==> src/rtl/button_event_gen_pkg.sv <==
`default_nettype none
// ============================================================================
// Module   : button_event_gen_pkg
// Brief    : Shared constants and state encoding for the push-button event
//            generator.
// Revision : 1.0 - initial release
// ============================================================================
package button_event_gen_pkg;

  // State encoding, kept explicit so downstream debug views stay stable.
  localparam logic [1:0] c_ST_WAIT_REL = 2'd0;
  localparam logic [1:0] c_ST_IDLE     = 2'd1;
  localparam logic [1:0] c_ST_PRESSED  = 2'd2;
  localparam logic [1:0] c_ST_LONG     = 2'd3;

  typedef enum logic [1:0] {
    WAIT_REL = c_ST_WAIT_REL,
    IDLE     = c_ST_IDLE,
    PRESSED  = c_ST_PRESSED,
    LONG     = c_ST_LONG
  } state_t;

  // Default thresholds for a 50 MHz system clock.
  localparam int c_LONG_CYCLES_50M = 50_000_000;  // 1 s hold
  localparam int c_RPT_CYCLES_50M  = 10_000_000;  // 200 ms repeat

  // Width of the wrapping press counter.
  localparam int c_PRESS_CNT_W = 8;

endpackage : button_event_gen_pkg
`default_nettype wire

==> src/rtl/button_event_gen.sv <==
`default_nettype none
// ============================================================================
// Module   : button_event_gen
// Brief    : Turns a debounced button level into one-cycle press, short
//            release, long-press, auto-repeat and long release events, plus a
//            wrapping count of presses. All outputs are registered.
// Revision : 1.0 - initial release
// ============================================================================
module button_event_gen
  import button_event_gen_pkg::*;
#(
  parameter int LONG_CYCLES = c_LONG_CYCLES_50M,
  parameter int RPT_CYCLES  = c_RPT_CYCLES_50M,
  parameter int CNT_W       = 26
) (
  input  logic                     clk,
  input  logic                     rst,
  input  logic                     pb,
  output logic                     press,
  output logic                     short_rel,
  output logic                     long_evt,
  output logic                     rpt,
  output logic                     long_rel,
  output logic                     held,
  output logic [c_PRESS_CNT_W-1:0] press_cnt
);

  // Last timer value before each threshold fires; the timer never goes past
  // these, so it can never wrap.
  localparam logic [CNT_W-1:0] c_LONG_LAST = CNT_W'(LONG_CYCLES - 1);
  localparam logic [CNT_W-1:0] c_RPT_LAST  = CNT_W'(RPT_CYCLES - 1);

  state_t                     r_state;
  state_t                     w_state_nxt;
  logic [CNT_W-1:0]           r_tmr;
  logic [CNT_W-1:0]           w_tmr_nxt;
  logic [c_PRESS_CNT_W-1:0]   w_cnt_nxt;
  logic                       w_press;
  logic                       w_short_rel;
  logic                       w_long_evt;
  logic                       w_rpt;
  logic                       w_long_rel;
  logic                       w_held;

  // Next-state, timer, counter and event decode. Release is tested first in
  // PRESSED and LONG so it always wins over a threshold on the same edge.
  always_comb begin
    w_state_nxt = r_state;
    w_tmr_nxt   = r_tmr;
    w_cnt_nxt   = press_cnt;
    w_press     = 1'b0;
    w_short_rel = 1'b0;
    w_long_evt  = 1'b0;
    w_rpt       = 1'b0;
    w_long_rel  = 1'b0;

    case (r_state)
      WAIT_REL: begin
        // A button held through reset must be let go before it can count.
        if (!pb) begin
          w_state_nxt = IDLE;
        end
      end

      IDLE: begin
        if (pb) begin
          w_state_nxt = PRESSED;
          w_press     = 1'b1;
          w_tmr_nxt   = '0;
          w_cnt_nxt   = press_cnt + 1'b1;
        end
      end

      PRESSED: begin
        if (!pb) begin
          w_state_nxt = IDLE;
          w_short_rel = 1'b1;
        end else if (r_tmr == c_LONG_LAST) begin
          w_state_nxt = LONG;
          w_long_evt  = 1'b1;
          w_tmr_nxt   = '0;
        end else begin
          w_tmr_nxt = r_tmr + 1'b1;
        end
      end

      LONG: begin
        if (!pb) begin
          w_state_nxt = IDLE;
          w_long_rel  = 1'b1;
        end else if (r_tmr == c_RPT_LAST) begin
          w_rpt     = 1'b1;
          w_tmr_nxt = '0;
        end else begin
          w_tmr_nxt = r_tmr + 1'b1;
        end
      end

      default: begin
        w_state_nxt = WAIT_REL;
      end
    endcase

    w_held = (w_state_nxt == PRESSED) || (w_state_nxt == LONG);
  end

  // State, shared timer and press counter.
  always_ff @(posedge clk or posedge rst) begin
    if (rst) begin
      r_state   <= WAIT_REL;
      r_tmr     <= '0;
      press_cnt <= '0;
    end else begin
      r_state   <= w_state_nxt;
      r_tmr     <= w_tmr_nxt;
      press_cnt <= w_cnt_nxt;
    end
  end

  // Registered event pulses and held level; reset cuts any pulse in flight.
  always_ff @(posedge clk or posedge rst) begin
    if (rst) begin
      press     <= 1'b0;
      short_rel <= 1'b0;
      long_evt  <= 1'b0;
      rpt       <= 1'b0;
      long_rel  <= 1'b0;
      held      <= 1'b0;
    end else begin
      press     <= w_press;
      short_rel <= w_short_rel;
      long_evt  <= w_long_evt;
      rpt       <= w_rpt;
      long_rel  <= w_long_rel;
      held      <= w_held;
    end
  end

endmodule : button_event_gen
`default_nettype wire

==> config.mk <==
export PLATFORM = sky130hd
export DESIGN_NAME = button_event_gen
export DESIGN_NICKNAME = d
export VERILOG_FILES = /design/src/rtl/button_event_gen_pkg.sv /design/src/rtl/button_event_gen.sv
export SDC_FILE = /design/constraint.sdc
export NUM_CORES = 1
export LEC_CHECK = 0
export BUFFER_PORTS_ARGS = -buffer_cell sky130_fd_sc_hd__buf_2
export CORE_MARGIN = 8
export CORE_UTILIZATION = 46
export DETAILED_ROUTE_END_ITERATION = 10
export GPL_TIMING_DRIVEN = 0
export PLACE_DENSITY_LB_ADDON = 0.15
export SLEW_MARGIN = 20
export SYNTH_ARGS = -nofsm -noshare
export SYNTH_HDL_FRONTEND = slang
export SYNTH_SLANG_ARGS = --single-unit
==> constraint.sdc <==
create_clock -name clk -period 3 [get_ports clk]
set_clock_uncertainty 0.05 [all_clocks]
set_input_delay 0.3 -clock clk [delete_from_list [all_inputs] [get_ports clk]]
set_output_delay 0.3 -clock clk [all_outputs]
set_load 0.02 [all_outputs]
==> results.py, run 1 <==
metrics = {
    "route": {
        "wl_per_cell_um": 14.3,
        "vias_per_cell": 5.44,
        "ant_nets": 0,
        "drtIter0Drc": 104,
        "drc": 0,
        "finalWirelength_um": 4570,
        "drt_first_pass_iters": 4,
        "vias": 1742,
    },
    "cells_and_area": {
        "final_common_cell": "dfrtp_1",
        "antenna_cells": 0,
        "layout-drive-gt1-share_pct": 18.6,
        "instances_no_fill": 320,
        "final_cell_mix": "dfrtp_1, nor2_1, nand2_1, buf_2, nand4_1",
        "fillers": 428,
        "area_delta_synth_final_pct": 14.8,
        "finalNetCount": 261,
    },
    "status": {
        "status": "complete, no violations",
    },
    "sta": {
        "rsz0062_at_grt": "false",
        "setup_tns_ns": 0,
        "finalCriticalPeriod_ns": 2.64,
        "period_share_pct": 87.9,
        "setup_violations": 0,
        "relSlewSlack_pct": 53.2,
        "timing.final.max_slew_violations": 0,
        "tightest_slew_ns": 0.696,
        "max_freq_ghz": 0.379,
        "finalHoldViolations": 0,
    },
    "yosys": {
        "synth-simple-area-share_pct": 28.8,
        "synth_nets": 236,
        "ys_seq_elements": 41,
        "synth-compound-area-share_pct": 9.90,
        "yosys_warnings": 0,
        "synthAdderAreaFrac_pct": 3.32,
        "ys.flop_type": "dfrtp_1",
        "synth_edf_count": 0,
        "synth_seq_area_share_pct": 45.4,
        "synth_area_leaders": "dfrtp_1, xor2_1, nor2_1, nand4_1, xnor2_1",
        "ys_async_sr_fraction_pct": 100,
        "synthDominantCellAreaShare_pct": 45.4,
        "yosys.area_share.xor_xnor_pct": 8.90,
        "yosys.area.top_type": "dfrtp_1",
        "syn_avg_cell_area_um2": 9.97,
        "synth_top_family_by_area": "simple AND/OR/NAND/NOR gates",
        "synth_mux_area_share_pct": 0.498,
        "syn_area_um2": 2260,
        "syn_inst": 227,
        "synth_cell_type_count": 49,
    },
    "clock_tree": {
        "post_cts_resize_count": 0,
        "clk_latency_ns": 0.30,
        "clk_pin_slew_ns": 0.08,
        "root_buffer": "clkbuf_8",
        "ctsHtreeMaxLevel": 2,
        "cts_tree": "done",
        "clock_path_buffers": 2,
        "numClockSinks": 41,
        "numCtsBuffers": 5,
    },
    "floorplanning": {
        "initial_core_util_pct": 47.9,
        "dieArea_um2": 7420,
        "ios": 17,
        "die_w_um": 86.1,
        "core_um2": 4720,
        "fp.dieH_um": 86.1,
        "rows": 25,
    },
    "worst_setup_path": {
        "arrival_ns": 2.77,
        "r2r_slack_ns": 0.36,
        "startpoint_type": "flop",
        "reg2reg_depth": 6,
        "crit_required_ns": 3.14,
        "worstSetupPathType": "reg -> reg",
        "end_kind": "flop",
        "path_max_fanout": 10,
    },
    "placed_design": {
        "dp.cells": 311,
        "place_hpwl_um": 3400,
        "gp_congestion": 0.826,
        "portBuffers": 16,
    },
    "global_route": {
        "antenna_found_initial": 0,
        "overflow": 0,
        "grt_pass1_vias": 1616,
        "grt_use_total_pct": 13.3,
        "grt_pass1_wl_um": 7760,
        "grt_max_degree": 24,
    },
    "worst_hold_path": {
        "hp-class": "in -> reg",
        "min_path_cells": 2,
    },
    "power": {
        "p_leak_nw": 1.13,
        "peakVddDrop_uv": 456,
        "p_per_area_nw_per_um2": 703,
    },
    "job": {
        "cap_violations": 0,
    },
}
metrics by stage:
step	hold slack [ns]	setup slack, ns	total power, mW	utilization, %	instance area (µm²)
finish	0.186	0.364	1.83	55.0	2600
global route	0.196	0.312	1.94	55.0	2600
CTS	0.173	0.430	1.85	55.0	2600
detailed placement	0.278	0.425	1.32	51.9	2450
global placement	0.401	0.443	1.30	51.4	2430
floorplan	0.311	0.564	1.14	-	2260
critical path: stages, from the launching register on:
cell and delay (ns):
dfrtp_1 0.42, or4_1 0.52, nor4_1 0.55, a21boi_1 0.28, nor3_4 0.44, buf_6 0.21
nor2_1 0.05
worst paths after layout:
| check | from | to |
|---|---|---|
| min reg2reg | press_cnt[7] | press_cnt[7] |
| min in group asynchronous | rst | r_tmr[15] |
| max reg2reg | r_tmr[17] | r_tmr[6] |
| max | r_tmr[17] | r_tmr[6] |
| min | pb | short_rel |
| max in group asynchronous | rst | press_cnt[0] |
sequential cells by signal, indices dropped and copies added, names as in the netlist:
name / flops
press_cnt: 8
r_state: 1
short_rel: 1
held: 1
rpt: 1
r_tmr: 26
press: 1
long_evt: 1
long_rel: 1
layout make-up:
| class | count | area, µm² | area share, % |
|---|---|---|---|
| tap | 67 | 83.8 | 3.23 |
| timing repair buffer | 18 | 118 | 4.53 |
| buffer | 3 | 40.0 | 1.54 |
| sequential | 41 | 1030 | 39.5 |
| inverter | 9 | 33.8 | 1.30 |
| multi-input combinational | 174 | 1160 | 44.7 |
| clock buffer | 5 | 68.8 | 2.65 |
| clock inverter | 3 | 65.1 | 2.50 |
cells in the mapped netlist, types with 2 or more instances:
cell,number
a221o_1,2
or3_1,2
and2_2,3
and3_1,4
a21oi_2,2
or4_4,3
ha_1,6
a21oi_1,5
xor2_1,13
a2111oi_0,2
inv_1,9
dfrtp_1,41
o21ai_0,9
and4_1,3
xnor2_1,10
nor2_1,26
nand2_1,20
nor3_1,7
nand4b_1,3
nand4_1,14
nor2b_1,3
nor4_1,3
nand3_1,11
cell families (layout without fill, tap and decap cells):
kind of cell / Yosys count / after routing
AO/OA/AOI/OAI: 31 / 31
buffers and inverters: 12 / 38
flip-flops: 41 / 41
XOR/XNOR: 23 / 23
adder cells (fa/ha/maj): 6 / 6
multiplexers: 1 / 1
AND/OR/NAND/NOR: 113 / 113
routing by layer:
metal	up-vias	GRT usage [%]	routed length [µm]	part of all wire, %
met3	5	4.01	209	4.6
met2	28	19.5	1990	44
li1	870	-	-	-
met4	0	5.25	68	1.5
met1	839	17.9	2300	50
met5	-	0	0	0
what timing repair did:
item / CTS / global route
setup buffers: 0 / 0
hold endpoints to repair: 18 / 0
hold buffers: 1 / 0
where the power goes:
| group | internal (mW) | leakage [nW] | switching (mW) |
|---|---|---|---|
| combinational | 0.229 | 0.496 | 0.388 |
| sequential | 0.614 | 0.562 | 0.0672 |
| clock | 0.330 | 0.0681 | 0.196 |
| total | 1.17 | 1.13 | 0.651 |
No activity file was read; power rests on OpenSTA's default activity.
==> run 2: changes to the inputs <==
Settings changed: BUFFER_PORTS_ARGS -buffer_cell sky130_fd_sc_hd__buf_2 to unset, DONT_BUFFER_PORTS set to 1.
==> results.py, run 2 (synthesis results as in run 1) <==
metrics = {
    "route": {
        "finalWirelength_um": 4660,
        "drc": 0,
        "drtIter0Drc": 77,
        "ant_nets": 0,
        "wl_per_cell_um": 15.3,
        "vias": 1691,
        "drt_first_pass_iters": 4,
        "vias_per_cell": 5.54,
    },
    "sta": {
        "rsz0062_at_grt": "false",
        "relSlewSlack_pct": 57.7,
        "finalHoldViolations": 0,
        "worst_slack_ns": 0.354,
        "period_share_pct": 88.2,
        "setup_tns_ns": 0,
        "timing.final.max_slew_violations": 0,
        "tightest_slew_ns": 0.629,
        "max_freq_ghz": 0.378,
        "worst_hold_slack_ns": 0.00837,
        "setup_violations": 0,
        "finalCriticalPeriod_ns": 2.65,
    },
    "floorplanning": {
        "core_um2": 4720,
        "fp.dieH_um": 86.1,
        "rows": 25,
        "ios": 17,
        "die_w_um": 86.1,
        "initial_core_util_pct": 47.9,
        "dieArea_um2": 7420,
    },
    "global_route": {
        "grt_use_total_pct": 14.3,
        "antenna_found_initial": 0,
        "overflow": 0,
        "grt_pass1_wl_um": 8440,
        "grt_pass1_vias": 1707,
        "grt_max_degree": 25,
    },
    "power": {
        "p_leak_nw": 1.04,
        "seq_power_share_pct": 43.3,
        "power_frac_clock_pct": 26.7,
        "switching_share_pct": 37.0,
        "p_switching_mw": 0.637,
        "total_power_mw": 1.72,
        "p_int_mw": 1.08,
        "p_per_area_nw_per_um2": 686,
        "peakVddDrop_uv": 343,
        "pwr-share-comb_pct": 30.0,
    },
    "clock_tree": {
        "root_buffer": "clkbuf_8",
        "numCtsBuffers": 5,
        "numClockSinks": 41,
        "ctsHtreeMaxLevel": 2,
        "clk_latency_ns": 0.29,
        "cts_setup_buffers": 0,
        "clk_pin_slew_ns": 0.08,
        "clock_path_buffers": 2,
        "cts_tree": "done",
    },
    "cells_and_area": {
        "fillers": 436,
        "finalNetCount": 246,
        "largest_reg_flops": 26,
        "final_common_cell": "dfrtp_1",
        "regMostFlops": "r_tmr",
        "antenna_cells": 0,
        "area_delta_synth_final_pct": 11.0,
        "top_regs": "r_tmr x26, press_cnt x8",
        "final_cell_mix": "dfrtp_1, nor2_1, nand2_1, nand4_1, xor2_1",
        "final_util_pct": 53.1,
        "layout-drive-gt1-share_pct": 12.6,
    },
    "status": {
        "status": "complete, no violations",
    },
    "worst_setup_path": {
        "r2r-end": "r_tmr[24]",
        "startpoint_type": "flop",
        "crit_required_ns": 3.12,
        "worstPathCellList": "inv_1 -> ha_1 -> or4_4 -> a2111o_1 -> nor4_2 -> xnor2_1 -> nor2_1",
        "end_kind": "flop",
        "cp_slowest_cell": "dfrtp_1",
        "rr_startpoint": "held",
        "r2r_slack_ns": 0.35,
        "cpPeakStageDelay_ns": 0.52,
        "arrival_ns": 2.77,
        "reg2reg_depth": 7,
        "path_max_fanout": 6,
        "worstSetupPathType": "reg -> reg",
    },
    "worst_hold_path": {
        "min_path_cells": 1,
        "hold_start": "pb",
        "holdPathEnd": "long_rel",
        "hp-class": "in -> reg",
    },
    "placed_design": {
        "portBuffers": 0,
        "place_ws_ns": 0.351,
        "gp_congestion": 0.777,
        "place_hpwl_um": 3440,
    },
    "job": {
        "cap_violations": 0,
    },
}
[run 2: cell types whose count changed in the layout (fill, tap and decap cells not counted)]
| cell | change |
|---|---|
| bufinv_16 | -1 |
| dlygate4sd3_1 | +1 |
| buf_2 | -16 |
| clkbuf_8 | +1 |
| clkinv_2 | -1 |
| clkbuf_1 | +1 |
[run 2: metal layers]
layer | share of wire [%] | GRT usage, % | up-vias
li1 | - | - | 841
met1 | 50 | 19.7 | 812
met2 | 44 | 21.1 | 32
met3 | 5.2 | 3.34 | 6
met4 | 1.0 | 4.78 | 0
met5 | 0 | 0 | -
[run 2: final cells by class]
class	count	area, µm²	share of cell area (%)
multi-input combinational	174	1160	46.3
sequential	41	1030	40.9
buffer	3	40.0	1.60
clock buffer	7	86.3	3.44
clock inverter	1	30.0	1.20
timing repair buffer	3	47.5	1.89
inverter	9	33.8	1.35
tap	67	83.8	3.34
[run 2: repair_timing]
action,in CTS,in global routing
hold buffers,2,0
resized for setup,0,0
endpoints found under the setup margin,0,0
endpoints found under the hold margin,18,0
[run 2: metrics by stage]
step	std cells	cell area, µm²
5_1_grt	305	2510
6_report	305	2510
4_1_cts	305	2510
3_3_place_gp	294	2350
3_5_place_dp	295	2370
2_1_floorplan	227	2260
[run 2: worst max-delay path by stage]
stage               startpoint         to  slack [ns]  depth (start not counted)
global route              held  r_tmr[23]        0.22                          7
CTS                       held  r_tmr[24]        0.34                          7
global placement          held  r_tmr[24]        0.37                          7
floorplan                 held  r_tmr[24]        0.56                          7
finish                    held  r_tmr[24]        0.35                          7
detailed placement        held  r_tmr[24]        0.35                          7
[run 2: power groups by stage]
| stage | registers (mW) | logic (mW) | clock network [mW] |
|---|---|---|---|
| detailed placement | 0.759 | 0.514 | 0 |
| global placement | 0.757 | 0.501 | 0 |
| floorplan | 0.737 | 0.404 | 0 |
| CTS | 0.748 | 0.517 | 0.474 |
| global route | 0.760 | 0.589 | 0.495 |
| finish | 0.745 | 0.516 | 0.460 |
[run 2: critical path: cells and delay by family, from the launching register on]
family | cells | cell delay [ns]
adders and majority gates | 1 | 0.24
xor gates and xnor gates | 1 | 0.15
and+or+nand+nor | 3 | 0.90
AOI/OAI and AO/OA | 1 | 0.51
buffers and inverters | 1 | 0.15
DFF | 1 | 0.52
